### src/rtl/wash_heater_ctrl_pkg.sv
// Shared definitions for the wash heater controller: phase encodings,
// one-hot temperature codes, the temperature width and small helpers.
package wash_heater_ctrl_pkg;

    localparam int TEMP_W = 7;

    localparam logic [2:0] PH_IDLE  = 3'd0;
    localparam logic [2:0] PH_FILL  = 3'd1;
    localparam logic [2:0] PH_HEAT  = 3'd2;
    localparam logic [2:0] PH_HOLD  = 3'd3;
    localparam logic [2:0] PH_DONE  = 3'd4;
    localparam logic [2:0] PH_FAULT = 3'd5;

    localparam logic [2:0] SEL_HOT  = 3'b001;
    localparam logic [2:0] SEL_WARM = 3'b010;
    localparam logic [2:0] SEL_COLD = 3'b100;

    // Map a selector code to its target; anything not one-hot-legal falls back to warm.
    function automatic logic [TEMP_W-1:0] map_target(
        input logic [2:0]        code,
        input logic [TEMP_W-1:0] t_hot,
        input logic [TEMP_W-1:0] t_warm,
        input logic [TEMP_W-1:0] t_cold
    );
        logic [TEMP_W-1:0] t;
        case (code)
            SEL_HOT:  t = t_hot;
            SEL_WARM: t = t_warm;
            SEL_COLD: t = t_cold;
            default:  t = t_warm;
        endcase
        return t;
    endfunction

    // Add with saturation at the top of the temperature range.
    function automatic logic [TEMP_W-1:0] sat_add(
        input logic [TEMP_W-1:0] a,
        input logic [TEMP_W-1:0] b
    );
        logic [TEMP_W:0] sum;
        sum = {1'b0, a} + {1'b0, b};
        return sum[TEMP_W] ? {TEMP_W{1'b1}} : sum[TEMP_W-1:0];
    endfunction

endpackage

### src/rtl/wash_heater_ctrl_water_model.sv
// Water temperature accumulator: heats by HEAT_STEP per tick while the
// heater is on, otherwise cools 1 degree every COOL_DIV ticks down to AMBIENT.
module wash_water_model
    import wash_heater_ctrl_pkg::*;
#(
    parameter int AMBIENT   = 20,
    parameter int HEAT_STEP = 1,
    parameter int COOL_DIV  = 4
) (
    input  logic              clk,
    input  logic              reset,
    input  logic              tick,
    input  logic              load,
    input  logic              heat,
    output logic [TEMP_W-1:0] water_temp
);

    logic [TEMP_W-1:0] temp_r;
    logic [7:0]        cool_cnt_r;

    // Temperature and cooling prescaler; any heating tick restarts the prescaler.
    always_ff @(posedge clk or negedge reset) begin
        if (!reset) begin
            temp_r     <= 7'(AMBIENT);
            cool_cnt_r <= 8'd0;
        end else if (load) begin
            temp_r     <= 7'(AMBIENT);
            cool_cnt_r <= 8'd0;
        end else if (tick) begin
            if (heat) begin
                temp_r     <= sat_add(temp_r, 7'(HEAT_STEP));
                cool_cnt_r <= 8'd0;
            end else if (cool_cnt_r == 8'(COOL_DIV - 1)) begin
                cool_cnt_r <= 8'd0;
                temp_r     <= (temp_r > 7'(AMBIENT)) ? temp_r - 7'd1 : 7'(AMBIENT);
            end else begin
                cool_cnt_r <= cool_cnt_r + 8'd1;
            end
        end
    end

    assign water_temp = temp_r;

endmodule

### src/rtl/wash_heater_ctrl.sv
// Wash heater controller: fill -> heat -> hold cycle driven by a one-hot
// temperature code. Optional heat timeout enabled by macro HEAT_TIMEOUT_EN.
module wash_heater_ctrl
    import wash_heater_ctrl_pkg::*;
#(
`ifdef HEAT_TIMEOUT_EN
    parameter int HEAT_MAX_TICKS = 64,
`endif
    parameter int AMBIENT    = 20,
    parameter int T_HOT      = 60,
    parameter int T_WARM     = 40,
    parameter int T_COLD     = 20,
    parameter int FILL_TICKS = 5,
    parameter int HOLD_TICKS = 10,
    parameter int HEAT_STEP  = 1,
    parameter int COOL_DIV   = 4,
    parameter int HYST       = 2
) (
    input  logic              clk,
    input  logic              reset,
    input  logic              tick,
    input  logic              start,
    input  logic              abort,
    input  logic [2:0]        temp_sel,
    output logic              valve_on,
    output logic              heater_on,
    output logic [TEMP_W-1:0] water_temp,
    output logic [2:0]        phase,
    output logic              busy,
    output logic              sel_en,
    output logic              done,
    output logic              fault
);

    logic [2:0]        phase_r, phase_n;
    logic [TEMP_W-1:0] target_r, target_n;
    logic [7:0]        cnt_r, cnt_n;
    logic              valve_r, valve_n;
    logic              heater_r, heater_n;
    logic              done_r, done_n;
    logic              fault_r, fault_n;
    logic              busy_r;
    logic              load_s;
    logic [TEMP_W-1:0] water_temp_s;
    logic [TEMP_W-1:0] heat_sum_s;

    wash_water_model #(
        .AMBIENT   (AMBIENT),
        .HEAT_STEP (HEAT_STEP),
        .COOL_DIV  (COOL_DIV)
    ) u_water (
        .clk        (clk),
        .reset      (reset),
        .tick       (tick),
        .load       (load_s),
        .heat       (heater_r),
        .water_temp (water_temp_s)
    );

    // Value the water will reach on this tick while heating, for the HEAT exit test.
    assign heat_sum_s = sat_add(water_temp_s, 7'(HEAT_STEP));

    // Next-state and next-output logic; abort from any busy state overrides the rest.
    always_comb begin
        phase_n  = phase_r;
        target_n = target_r;
        cnt_n    = cnt_r;
        valve_n  = valve_r;
        heater_n = heater_r;
        done_n   = 1'b0;
        fault_n  = fault_r;
        load_s   = 1'b0;
        case (phase_r)
            PH_IDLE: begin
                valve_n  = 1'b0;
                heater_n = 1'b0;
                fault_n  = 1'b0;
                cnt_n    = 8'd0;
                if (start && !abort) begin
                    target_n = map_target(temp_sel, 7'(T_HOT), 7'(T_WARM), 7'(T_COLD));
                    phase_n  = PH_FILL;
                    valve_n  = 1'b1;
                    load_s   = 1'b1;
                end else begin
                    phase_n = PH_IDLE;
                end
            end
            PH_FILL: begin
                if (tick) begin
                    if (cnt_r == 8'(FILL_TICKS - 1)) begin
                        cnt_n   = 8'd0;
                        valve_n = 1'b0;
                        if (water_temp_s < target_r) begin
                            phase_n  = PH_HEAT;
                            heater_n = 1'b1;
                        end else begin
                            phase_n  = PH_HOLD;
                            heater_n = 1'b0;
                        end
                    end else begin
                        cnt_n = cnt_r + 8'd1;
                    end
                end else begin
                    cnt_n = cnt_r;
                end
            end
            PH_HEAT: begin
                if (tick) begin
                    if (heat_sum_s >= target_r) begin
                        phase_n  = PH_HOLD;
                        heater_n = 1'b0;
                        cnt_n    = 8'd0;
`ifdef HEAT_TIMEOUT_EN
                    end else if (cnt_r == 8'(HEAT_MAX_TICKS - 1)) begin
                        phase_n  = PH_FAULT;
                        heater_n = 1'b0;
                        fault_n  = 1'b1;
                        cnt_n    = 8'd0;
                    end else begin
                        cnt_n = cnt_r + 8'd1;
`else
                    end else begin
                        cnt_n = cnt_r;
`endif
                    end
                end else begin
                    cnt_n = cnt_r;
                end
            end
            PH_HOLD: begin
                if (({1'b0, water_temp_s} + 8'(HYST)) <= {1'b0, target_r}) begin
                    heater_n = 1'b1;
                end else if (water_temp_s >= target_r) begin
                    heater_n = 1'b0;
                end else begin
                    heater_n = heater_r;
                end
                if (tick) begin
                    if (cnt_r == 8'(HOLD_TICKS - 1)) begin
                        phase_n  = PH_DONE;
                        heater_n = 1'b0;
                        done_n   = 1'b1;
                        cnt_n    = 8'd0;
                    end else begin
                        cnt_n = cnt_r + 8'd1;
                    end
                end else begin
                    cnt_n = cnt_r;
                end
            end
            PH_DONE: begin
                phase_n = PH_IDLE;
            end
`ifdef HEAT_TIMEOUT_EN
            PH_FAULT: begin
                heater_n = 1'b0;
                valve_n  = 1'b0;
                fault_n  = 1'b1;
            end
`endif
            default: begin
                phase_n  = PH_IDLE;
                heater_n = 1'b0;
                valve_n  = 1'b0;
                fault_n  = 1'b0;
                cnt_n    = 8'd0;
            end
        endcase
        if (abort && (phase_r != PH_IDLE)) begin
            phase_n  = PH_IDLE;
            heater_n = 1'b0;
            valve_n  = 1'b0;
            done_n   = 1'b0;
            fault_n  = 1'b0;
            cnt_n    = 8'd0;
        end else begin
            phase_n = phase_n;
        end
    end

    // State, target latch, counters and registered outputs.
    always_ff @(posedge clk or negedge reset) begin
        if (!reset) begin
            phase_r  <= PH_IDLE;
            target_r <= 7'(T_WARM);
            cnt_r    <= 8'd0;
            valve_r  <= 1'b0;
            heater_r <= 1'b0;
            done_r   <= 1'b0;
            fault_r  <= 1'b0;
            busy_r   <= 1'b0;
        end else begin
            phase_r  <= phase_n;
            target_r <= target_n;
            cnt_r    <= cnt_n;
            valve_r  <= valve_n;
            heater_r <= heater_n;
            done_r   <= done_n;
            fault_r  <= fault_n;
            busy_r   <= (phase_n != PH_IDLE);
        end
    end

    assign phase      = phase_r;
    assign valve_on   = valve_r;
    assign heater_on  = heater_r;
    assign water_temp = water_temp_s;
    assign busy       = busy_r;
    assign sel_en     = ~busy_r;
    assign done       = done_r;
    assign fault      = fault_r;

endmodule

### config.mk
export PLATFORM = sky130hd
export DESIGN_NAME = wash_heater_ctrl
export DESIGN_NICKNAME = d
export VERILOG_FILES = /design/src/rtl/wash_heater_ctrl_pkg.sv /design/src/rtl/wash_heater_ctrl_water_model.sv /design/src/rtl/wash_heater_ctrl.sv
export SDC_FILE = /design/constraint.sdc
export NUM_CORES = 1
export LEC_CHECK = 0
export BUFFER_PORTS_ARGS = -buffer_cell sky130_fd_sc_hd__clkbuf_2
export CAP_MARGIN = 20
export CORE_ASPECT_RATIO = 1.25
export CORE_MARGIN = 3
export CORE_UTILIZATION = 50
export DETAILED_ROUTE_END_ITERATION = 16
export PLACE_DENSITY = 0.72
export SYNTH_ARGS = -nofsm -noshare
export SYNTH_HDL_FRONTEND = slang
export SYNTH_SLANG_ARGS = --single-unit
### constraint.sdc
create_clock -name clk -period 2.3 [get_ports clk]
set_input_delay 0.115 -clock clk [delete_from_list [all_inputs] [get_ports clk]]
set_output_delay 0.115 -clock clk [all_outputs]
set_load 0.005 [all_outputs]
==> results.py <==
metrics = {
    "status": {
        "status": "complete, but fails checks",
        "violations": "negative setup slack",
    },
    "yosys": {
        "synth_xor_area_share_pct": 4.878,
        "syn_nets": 310,
        "yosys_warnings": 0,
        "synthMuxAreaShare_pct": 1.593,
        "synth_top_family_by_area": "simple AND/OR/NAND/NOR gates",
        "yosys.area_share.simple_pct": 23.20,
        "postSynthAreaPerCell_um2": 8.977,
        "synth_edf_count": 0,
        "ys_seq_area_share_pct": 32.01,
        "netlist_instances": 280,
        "synth_area_um2": 2514,
        "synth_fa_ha_area_share_pct": 10.95,
        "synth_compound_area_share_pct": 20.71,
        "yosys_most_used_dff": "dfrtp_1",
        "ys_types": 63,
        "synth-seq-cells": 32,
        "async_flop_share_pct": 100.0,
    },
    "pwr": {
        "total_power_mw": 3.114,
        "ir_drop_v": 0.0004871,
        "powerDensity_nw_per_um2": 1005,
        "p_leak_nw": 1.455,
    },
    "timing": {
        "rsz0062_at_grt": "yes",
        "hold_viol_final": 0,
        "setup_slack_ps": -114.2,
        "fin_crit_sh_pct": 105.0,
        "worst_slew_margin_rel_pct": 45.88,
        "setup_violations": 11,
        "tightest_slew_ps": 811.8,
        "period_needed_ps": 2414,
        "max_freq_mhz": 414.2,
        "whs_ps": 115.8,
        "maxSlewViolCount": 0,
        "skew_ps": 6.584,
        "fin_setup_tns_ps": -896.8,
    },
    "setup_path": {
        "endpoint": "cnt_r[6]",
        "critPathArrivalTime_ps": 2620,
        "cp-end-kind": "register",
        "startpoint_type": "register",
        "critPathKind": "reg2reg",
        "r2r_cells": 9,
        "r2r_end": "cnt_r[6]",
        "regToRegSetupSlack_ps": -110,
        "r2r-start": "u_water.water_temp[2]",
        "startpoint": "u_water.water_temp[2]",
        "critical_path_required_ps": 2510,
        "path_max_fanout": 8,
    },
    "cts": {
        "root_buffer": "clkbuf_8",
        "clk_pin_slew_worst_paths_ps": 70,
        "h-tree-depth": 2,
        "numClockSinks": 32,
        "tritoncts": "done",
        "clk_latency_ps": 290,
        "cts.path.max_buffers": 2,
        "cts-buffers-inserted": 5,
    },
    "final_layout": {
        "final_common_cell": "buf_4",
        "layout_common_cells": "buf_4 (32), dfrtp_1 (28), clkbuf_2 (22)",
        "final_util_pct": 64.55,
        "area_growth_pct": 23.25,
        "drive_above_1_share_pct": 29.82,
        "final_nets": 361,
        "n_antenna_cell": 0,
    },
    "placed_design": {
        "gp_congestion": 0.8891,
        "dp_hpwl_um": 4558,
        "io_buffers": 22,
    },
    "die": {
        "fp.coreArea_um2": 4800,
        "fp.dieH_um": 85.28,
        "io_pins": 24,
        "die-area_um2": 5920,
        "initial_utilization_pct": 52.37,
        "die_w_um": 69.42,
        "rows": 28,
    },
    "hold_path": {
        "whs_path_depth": 3,
        "min_path_type": "in2reg",
        "hold_start": "temp_sel[1]",
    },
    "global_routing": {
        "overflow": 0,
        "grt_pass1_vias": 2337,
        "antenna_found_initial": 0,
        "grt_use_total_pct": 20.86,
        "grt_max_degree": 33,
        "grt_pass1_wl_um": 10210,
    },
    "routing": {
        "ant_nets": 0,
        "drc": 0,
        "vias_per_cell": 5.893,
        "post_drt_wl_per_cell_um": 16.04,
        "vias": 2310,
        "drt-total-wl_um": 6289,
        "first_iter_violations": 65,
        "firstDrtPassIters": 4,
    },
    "run": {
        "cap_violations": 0,
    },
}
[kinds of logic after synthesis]
group / after synthesis
other: 1
muxes: 4
buffers and inverters: 31
and+or+nand+nor: 100
DFF: 32
xor gates and xnor gates: 14
AOI/OAI and AO/OA: 76
adders and majority gates: 22
[metrics by stage]
stage | setup WS [ps] | area [µm²] | instances
after detailed placement | -146.1 | 2836 | 376
after CTS | -130.5 | 2947 | 386
after global routing | -241.0 | 3098 | 392
final | -114.2 | 3098 | 392
after global placement | -110.5 | 2836 | 376
after floorplan | -44.39 | 2559 | 280
[flip-flops by register name, indices dropped and copies added (netlist names)]
name,flops
cnt_r,8
u_water.cool_cnt_r,8
u_water.water_temp,7
phase,3
target_r,2
busy,1
done,1
heater_on,1
valve_on,1
[worst min-delay path by stage]
stage | end | slack (ps)
finish | target_r[3] | 120
global route | target_r[3] | 160
global placement | valve_on | 240
floorplan | busy | -180
detailed placement | valve_on | 250
CTS | target_r[3] | 110
[repair_timing]
item	CTS	global route
gates resized for setup	0	17
setup endpoints to repair	11	11
setup buffers	1	6
hold buffers	1	0
hold endpoints to repair	29	0
pin swaps	5	13
[synthesized netlist by cell type (2+ instances only)]
cell type	number	share of area [%]
mux2i_1	4	1.6
nor2_1	17	2.5
o31ai_1	2	0.60
o21a_1	2	0.60
a21oi_1	20	4.0
clkbuf_8	2	1.1
buf_2	3	0.60
inv_1	17	2.5
nand4_1	5	1.2
o2111ai_1	3	1.0
nand3_1	10	2.0
nand3_2	2	0.80
o21ai_1	7	1.4
o22ai_1	2	0.50
nor2b_1	3	0.75
a31oi_1	14	3.5
xor2_1	8	2.8
buf_4	2	0.60
nor3_1	9	1.8
ha_1	22	11
xnor2_1	6	2.1
dfstp_2	3	3.1
clkbuf_1	4	0.60
and3_1	6	1.5
o22a_1	2	0.70
dfrtp_1	29	29
nand2_1	20	3.0
a32oi_1	2	0.70
and2b_2	2	0.70
a21o_1	3	0.90
o21ai_0	8	1.6
nand3b_1	3	0.90
nand2b_1	5	1.2
or3_1	3	0.75
and2_1	2	0.50
[worst max-delay path, cell delays in order, from the launching register on]
cell and delay (ps):
dfstp_2 560, buf_4 140, nand3_4 90, xor2_2 190
nand2_2 100, ha_4 220, a21o_1 180, a2111oi_4 420
a31oi_4 220, a31oi_1 200
[cell type report]
cell class,count,area [µm²]
Clock inverter,2,10.01
Tap cell,60,75.07
Timing Repair Buffer,58,394.1
Sequential cell,32,805.8
Multi-Input combinational cell,217,1667
Inverter,17,63.81
Clock buffer,6,82.58
Fill cell,407,1702
[routing by layer]
metal | routed length (µm) | part of all wire, % | global-route usage (%) | vias up
li1 | - | - | - | 1123
met1 | 2620 | 42 | 23.90 | 1132
met4 | 139 | 2.2 | 9.591 | 0
met3 | 158 | 2.5 | 3.436 | 12
met2 | 3370 | 54 | 37.67 | 43
met5 | 0 | 0 | 0 | -
[where the power goes]
part / internal [mW] / switching [mW]
registers: 0.691 / 0.148
clock network: 0.239 / 0.214
logic: 0.873 / 0.950
Note: power is estimated with default switching activity, not from simulation.
